File: src/rtl/hysteresis_delayer_pkg.sv
// Shared state encoding and delay helper for the hysteresis glitch filter.
package hysteresis_delayer_pkg;

  typedef enum logic [1:0] {
    LOW  = 2'd0,
    RISE = 2'd1,
    HIGH = 2'd2,
    FALL = 2'd3
  } state_t;

  // A programmed delay of 0 is treated as 1 so there is never a combinational bypass.
  function automatic logic [31:0] eff_delay(input logic [31:0] d);
    return (d == 32'd0) ? 32'd1 : d;
  endfunction

endpackage

File: src/rtl/hysteresis_delayer_ch.sv
// One filter channel: optional input synchroniser, LOW/RISE/HIGH/FALL FSM and qualification counter.
module hysteresis_delayer_ch
  import hysteresis_delayer_pkg::*;
#(
  parameter int BIT_WIDTH   = 16,
  parameter int SYNC_STAGES = 2
) (
  input  logic                 clk,
  input  logic                 reset,
  input  logic                 in,
  input  logic [BIT_WIDTH-1:0] rise_delay,
  input  logic [BIT_WIDTH-1:0] fall_delay,
  output logic                 out,
  output logic                 rise_pulse,
  output logic                 fall_pulse
);

  localparam logic [BIT_WIDTH-1:0] ONE = BIT_WIDTH'(1);

  logic in_s;

  generate
    if (SYNC_STAGES == 0) begin : g_nosync
      assign in_s = in;
    end else begin : g_sync
      logic [SYNC_STAGES-1:0] sync;
      always_ff @(posedge clk or posedge reset) begin
        if (reset) begin
          sync <= '0;
        end else begin
          sync[0] <= in;
          for (int j = 1; j < SYNC_STAGES; j++) sync[j] <= sync[j-1];
        end
      end
      assign in_s = sync[SYNC_STAGES-1];
    end
  endgenerate

  logic [BIT_WIDTH-1:0] dr, df;
  assign dr = BIT_WIDTH'(eff_delay(32'(rise_delay)));
  assign df = BIT_WIDTH'(eff_delay(32'(fall_delay)));

  state_t               state, state_nxt;
  logic [BIT_WIDTH-1:0] cnt, cnt_nxt;
  logic                 rise_nxt, fall_nxt;

  always_ff @(posedge clk or posedge reset) begin
    if (reset) begin
      state      <= LOW;
      cnt        <= '0;
      rise_pulse <= 1'b0;
      fall_pulse <= 1'b0;
    end else begin
      state      <= state_nxt;
      cnt        <= cnt_nxt;
      rise_pulse <= rise_nxt;
      fall_pulse <= fall_nxt;
    end
  end

  // Delays are latched into cnt only on entry to RISE/FALL, so later changes never disturb a running count.
  always_comb begin
    state_nxt = state;
    cnt_nxt   = cnt;
    rise_nxt  = 1'b0;
    fall_nxt  = 1'b0;
    case (state)
      LOW: begin
        if (in_s) begin
          if (dr == ONE) begin
            state_nxt = HIGH;
            rise_nxt  = 1'b1;
          end else begin
            state_nxt = RISE;
            cnt_nxt   = dr - ONE;
          end
        end
      end
      RISE: begin
        if (!in_s) begin
          state_nxt = LOW;
        end else if (cnt == ONE) begin
          state_nxt = HIGH;
          rise_nxt  = 1'b1;
        end else begin
          cnt_nxt = cnt - ONE;
        end
      end
      HIGH: begin
        if (!in_s) begin
          if (df == ONE) begin
            state_nxt = LOW;
            fall_nxt  = 1'b1;
          end else begin
            state_nxt = FALL;
            cnt_nxt   = df - ONE;
          end
        end
      end
      FALL: begin
        if (in_s) begin
          state_nxt = HIGH;
        end else if (cnt == ONE) begin
          state_nxt = LOW;
          fall_nxt  = 1'b1;
        end else begin
          cnt_nxt = cnt - ONE;
        end
      end
      default: state_nxt = LOW;
    endcase
  end

  assign out = (state == HIGH) || (state == FALL);

endmodule

File: src/rtl/hysteresis_delayer.sv
// Multi-channel hysteresis glitch filter; fans the shared delays out to independent channels.
module hysteresis_delayer
  import hysteresis_delayer_pkg::*;
#(
  parameter int N_CHANNELS  = 4,
  parameter int BIT_WIDTH   = 16,
  parameter int SYNC_STAGES = 2
) (
  input  logic                  clk,
  input  logic                  reset,
  input  logic [N_CHANNELS-1:0] in,
  input  logic [BIT_WIDTH-1:0]  rise_delay,
  input  logic [BIT_WIDTH-1:0]  fall_delay,
  output logic [N_CHANNELS-1:0] out,
  output logic [N_CHANNELS-1:0] rise_pulse,
  output logic [N_CHANNELS-1:0] fall_pulse
);

  generate
    for (genvar i = 0; i < N_CHANNELS; i++) begin : g_ch
      hysteresis_delayer_ch #(
        .BIT_WIDTH   (BIT_WIDTH),
        .SYNC_STAGES (SYNC_STAGES)
      ) u_ch (
        .clk        (clk),
        .reset      (reset),
        .in         (in[i]),
        .rise_delay (rise_delay),
        .fall_delay (fall_delay),
        .out        (out[i]),
        .rise_pulse (rise_pulse[i]),
        .fall_pulse (fall_pulse[i])
      );
    end
  endgenerate

endmodule

File: config.mk
export PLATFORM = sky130hd
export DESIGN_NAME = hysteresis_delayer
export DESIGN_NICKNAME = d
export VERILOG_FILES = /design/src/rtl/hysteresis_delayer_pkg.sv /design/src/rtl/hysteresis_delayer_ch.sv /design/src/rtl/hysteresis_delayer.sv
export SDC_FILE = /design/constraint.sdc
export NUM_CORES = 1
export LEC_CHECK = 0
export ABC_AREA = 1
export BUFFER_PORTS_ARGS = -buffer_cell sky130_fd_sc_hd__buf_4
export CORE_MARGIN = 2
export CORE_UTILIZATION = 35
export DETAILED_ROUTE_END_ITERATION = 8
export PLACE_DENSITY = 0.59
export SYNTH_ARGS = -nofsm -noshare
export SYNTH_HDL_FRONTEND = slang
export SYNTH_HIERARCHICAL = 1
export SYNTH_SLANG_ARGS = --single-unit
File: constraint.sdc
create_clock -name clk -period 2.3 [get_ports clk]
set_input_delay 0.345 -clock clk [delete_from_list [all_inputs] [get_ports clk]]
set_output_delay 0.345 -clock clk [all_outputs]
set_load 0.005 [all_outputs]
==> results_dict.tcl <==
set metrics [dict create \
    outcome "finished, final reports clean" \
    cp-start-kind "primary input" \
    drive_gt1_share_pct 19.3 \
    grt_pass1_vias 10447 \
    grt_max_degree 27 \
    powerDensity_mw_per_mm2 966 \
    fin_crit_sh_pct 88.5 \
    crit_path_cell_trace "buf_4, nor2_1, nand2_1, nor2_1, nand2_1, nand2_2, inv_2, ha_1, nand2_1, nor2_2, nand2_1, o21ai_0, buf_4, o211ai_1, nand2_1, nand2_1" \
    htree_levels 3 \
    cts.sinks 88 \
    final_max_slew_viol_count 0 \
    drtAntennaViolNets 0 \
    numCtsBuffers 9 \
    rsz0062_at_grt "no" \
    area_growth_pct 24.7 \
    die_area_mm2 0.0288 \
    slowest_delay_ns 0.27 \
    routed_wl_um 34800 \
    die_w_um 170 \
    die_h_um 170 \
    layout.nets 1926 \
    postCtsHoldBufs 0 \
    worstPathRequired_ns 2.55 \
    p_leak_nw 5.88 \
    finalHoldViolations 0 \
    vias_per_cell 5.19 \
    reg2reg_slack_ns 0.35 \
    slowest_stage "o21ai_0" \
    ys_seq_elements 88 \
    cp_common_cell "nand2_1" \
    final_util_pct 44.4 \
    crit_type "primary input to register" \
    max-vdd-ir-drop_uv 460 \
    cts_setup_buffers 0 \
    start_util_pct 35.6 \
    pwr-share-clk_pct 15.5 \
    yosys_most_used_dff "dfrtp_1" \
    ys_warn_count 6 \
    power.total_mw 11.6 \
    drc 0 \
    clock_latency_ns 0.35 \
    avgSynthCellArea_um2 5.82 \
    slew_headroom_pct 41.4 \
    syn_area_mm2 0.00960 \
    place.gp.congestion 0.981 \
    synthCells 1649 \
    seqPwrFrac_pct 25.1 \
    grtUsageTotal_pct 24.5 \
    skew_ns 0.00793 \
    clkTransAtPathRegs_ns 0.07 \
    wl_per_cell_um 15.8 \
    grt_overflow 0 \
    row_count 60 \
    reg2reg_depth 12 \
    synth_edf_count 0 \
    tritoncts "built" \
    min_period_ns 2.04 \
    critical_path_arrival_ns 2.28 \
    max_freq_mhz 491 \
    portBuffers 49 \
    antenna_found_initial 0 \
    tightestPinTransition_ns 0.878 \
    core_area_mm2 0.0270 \
    root_buffer "clkbuf_16" \
    synth_top_area_share_pct 22.9 \
    end_kind "register" \
    cp_max_fo 11 \
    io_pins 50 \
    insertedDiodeCount 0 \
    yosys-top-cells-area "dfrtp_1 23%, nand2_1 16%, nor2_1 12%" \
    first_pass_iters 6 \
    p_sw_mw 5.69 \
    syn-num-nets 1711 \
    yosysSeqAreaShare_pct 22.9 \
    maxCapViolCount 0 \
    grt_pass1_wl_um 55700 \
    comb_power_share_pct 59.3 \
    setup_viol 0 \
    cts_resized 0 \
    synth.most_common_cell "nand2_1" \
    r2r-start "g_ch[1].u_ch/cnt[7]" \
    dp_hpwl_um 27600 \
    worstReg2RegEnd "g_ch[1].u_ch/cnt[13]" \
    drt_iter0_markers 1178 \
    synth_common_cells "404 x nand2_1, 302 x nor2_1, 211 x inv_1" \
    clock_path_buffers 2 \
    p_int_mw 5.88 \
    p_sw_share_pct 49.2 \
    dr_total_vias 11444 \
    synth.distinct_cells 50 \
    synth_area_leader_cell "dfrtp_1" \
    ys_async_sr_fraction_pct 100 \
    hold_path_class "primary input to async pin" \
]
## worst max path at each step
stage	startpoint	to	slack, ns	depth (start not counted)
after floorplan	fall_delay[8]	g_ch[0].u_ch/cnt[8]	0.27	14
after global placement	rise_delay[14]	g_ch[1].u_ch/cnt[10]	-0.08	16
after detailed placement	rise_delay[14]	g_ch[1].u_ch/cnt[10]	-0.10	16
after CTS	rise_delay[14]	g_ch[1].u_ch/cnt[10]	0.27	16
after global routing	rise_delay[4]	g_ch[1].u_ch/cnt[15]	0.006	19
final	rise_delay[14]	g_ch[1].u_ch/cnt[10]	0.26	16
## cell usage in the layout (no fill, tap or decap), drive strengths merged, types with 4 or more instances in the layout
cell type,Yosys,routed
inv,232,232
nor3,21,21
xnor2,9,9
dfrtp,88,88
ha,24,24
o21ai,103,103
nand2,430,430
o21bai,8,8
bufinv,0,4
nor4,5,5
xor2,4,4
or2,13,13
clkbuf,14,9
nand3b,9,9
o311ai,5,5
o211ai,10,10
nand4,40,40
a41oi,6,6
nand3,188,188
nor2,334,334
a21oi,65,65
o22ai,5,5
buf,16,234
## metal layers
layer / track usage (%) / wire length, um / up-vias / share of wire [%]
met1: 34.4 / 16200 / 5207 / 46
li1: - / - / 5759 / -
met2: 39.1 / 15400 / 414 / 44
met4: 7.80 / 961 / 0 / 2.8
met5: 0 / 0 / - / 0
met3: 2.96 / 2260 / 64 / 6.5
## stage by stage
stage | cells | setup TNS, ns | area [um2] | hold slack (ns) | worst slack [ns]
floorplan | 1649 | 0 | 9600 | 0.331 | 0.270
global placement | 2194 | -0.194 | 11600 | 0.333 | -0.0848
detailed placement | 2194 | -0.266 | 11600 | 0.336 | -0.101
CTS | 2207 | 0 | 12000 | 0.0835 | 0.273
global route | 2207 | 0 | 12000 | 0.0846 | 0.00578
finish | 2207 | 0 | 12000 | 0.0864 | 0.265
## cells by family (layout without fill, tap and decap cells)
| group | Yosys count | after routing | share of synthesized area (%) |
|---|---|---|---|
| AO/OA/AOI/OAI | 219 | 219 | 13.5 |
| XOR/XNOR | 13 | 13 | 1.19 |
| adder cells (fa/ha/maj) | 24 | 24 | 3.13 |
| buffers and inverters | 262 | 479 | 10.9 |
| flip-flops | 88 | 88 | 22.9 |
| AND/OR/NAND/NOR | 1043 | 1043 | 48.4 |
## registers in the layout, summed over array words and instances, names as in the netlist
signal / count
g_ch.u_ch/rise_pulse: 4
g_ch.u_ch/g_sync.sync: 8
g_ch.u_ch/fall_pulse: 4
g_ch.u_ch/cnt: 64
g_ch.u_ch/state: 8
## cell type report
| class | count | area (um2) |
|---|---|---|
| clock buffer | 9 | 225 |
| clock inverter | 4 | 120 |
| fill | 2876 | 15000 |
| inverter | 232 | 876 |
| multi-input combinational | 1299 | 6350 |
| sequential | 88 | 2200 |
| tap | 341 | 427 |
| timing repair buffer | 234 | 1770 |
## worst max-delay path, delay by kind of cell
family	cells	cell delay, ns
compound gates	2	0.36
fa+ha+maj	1	0.16
buf+inv	3	0.44
simple gates	10	0.96
## power by group through the flow
stage | Clock [mW] | Sequential, mW | Combinational, mW
after floorplan | 0 | 2.69 | 4.80
after global placement | 0 | 2.90 | 6.69
after detailed placement | 0 | 2.90 | 6.77
after CTS | 1.85 | 2.89 | 6.80
after global routing | 1.91 | 3.00 | 7.73
final | 1.80 | 2.91 | 6.86
Power figures use the tool's default switching activity.
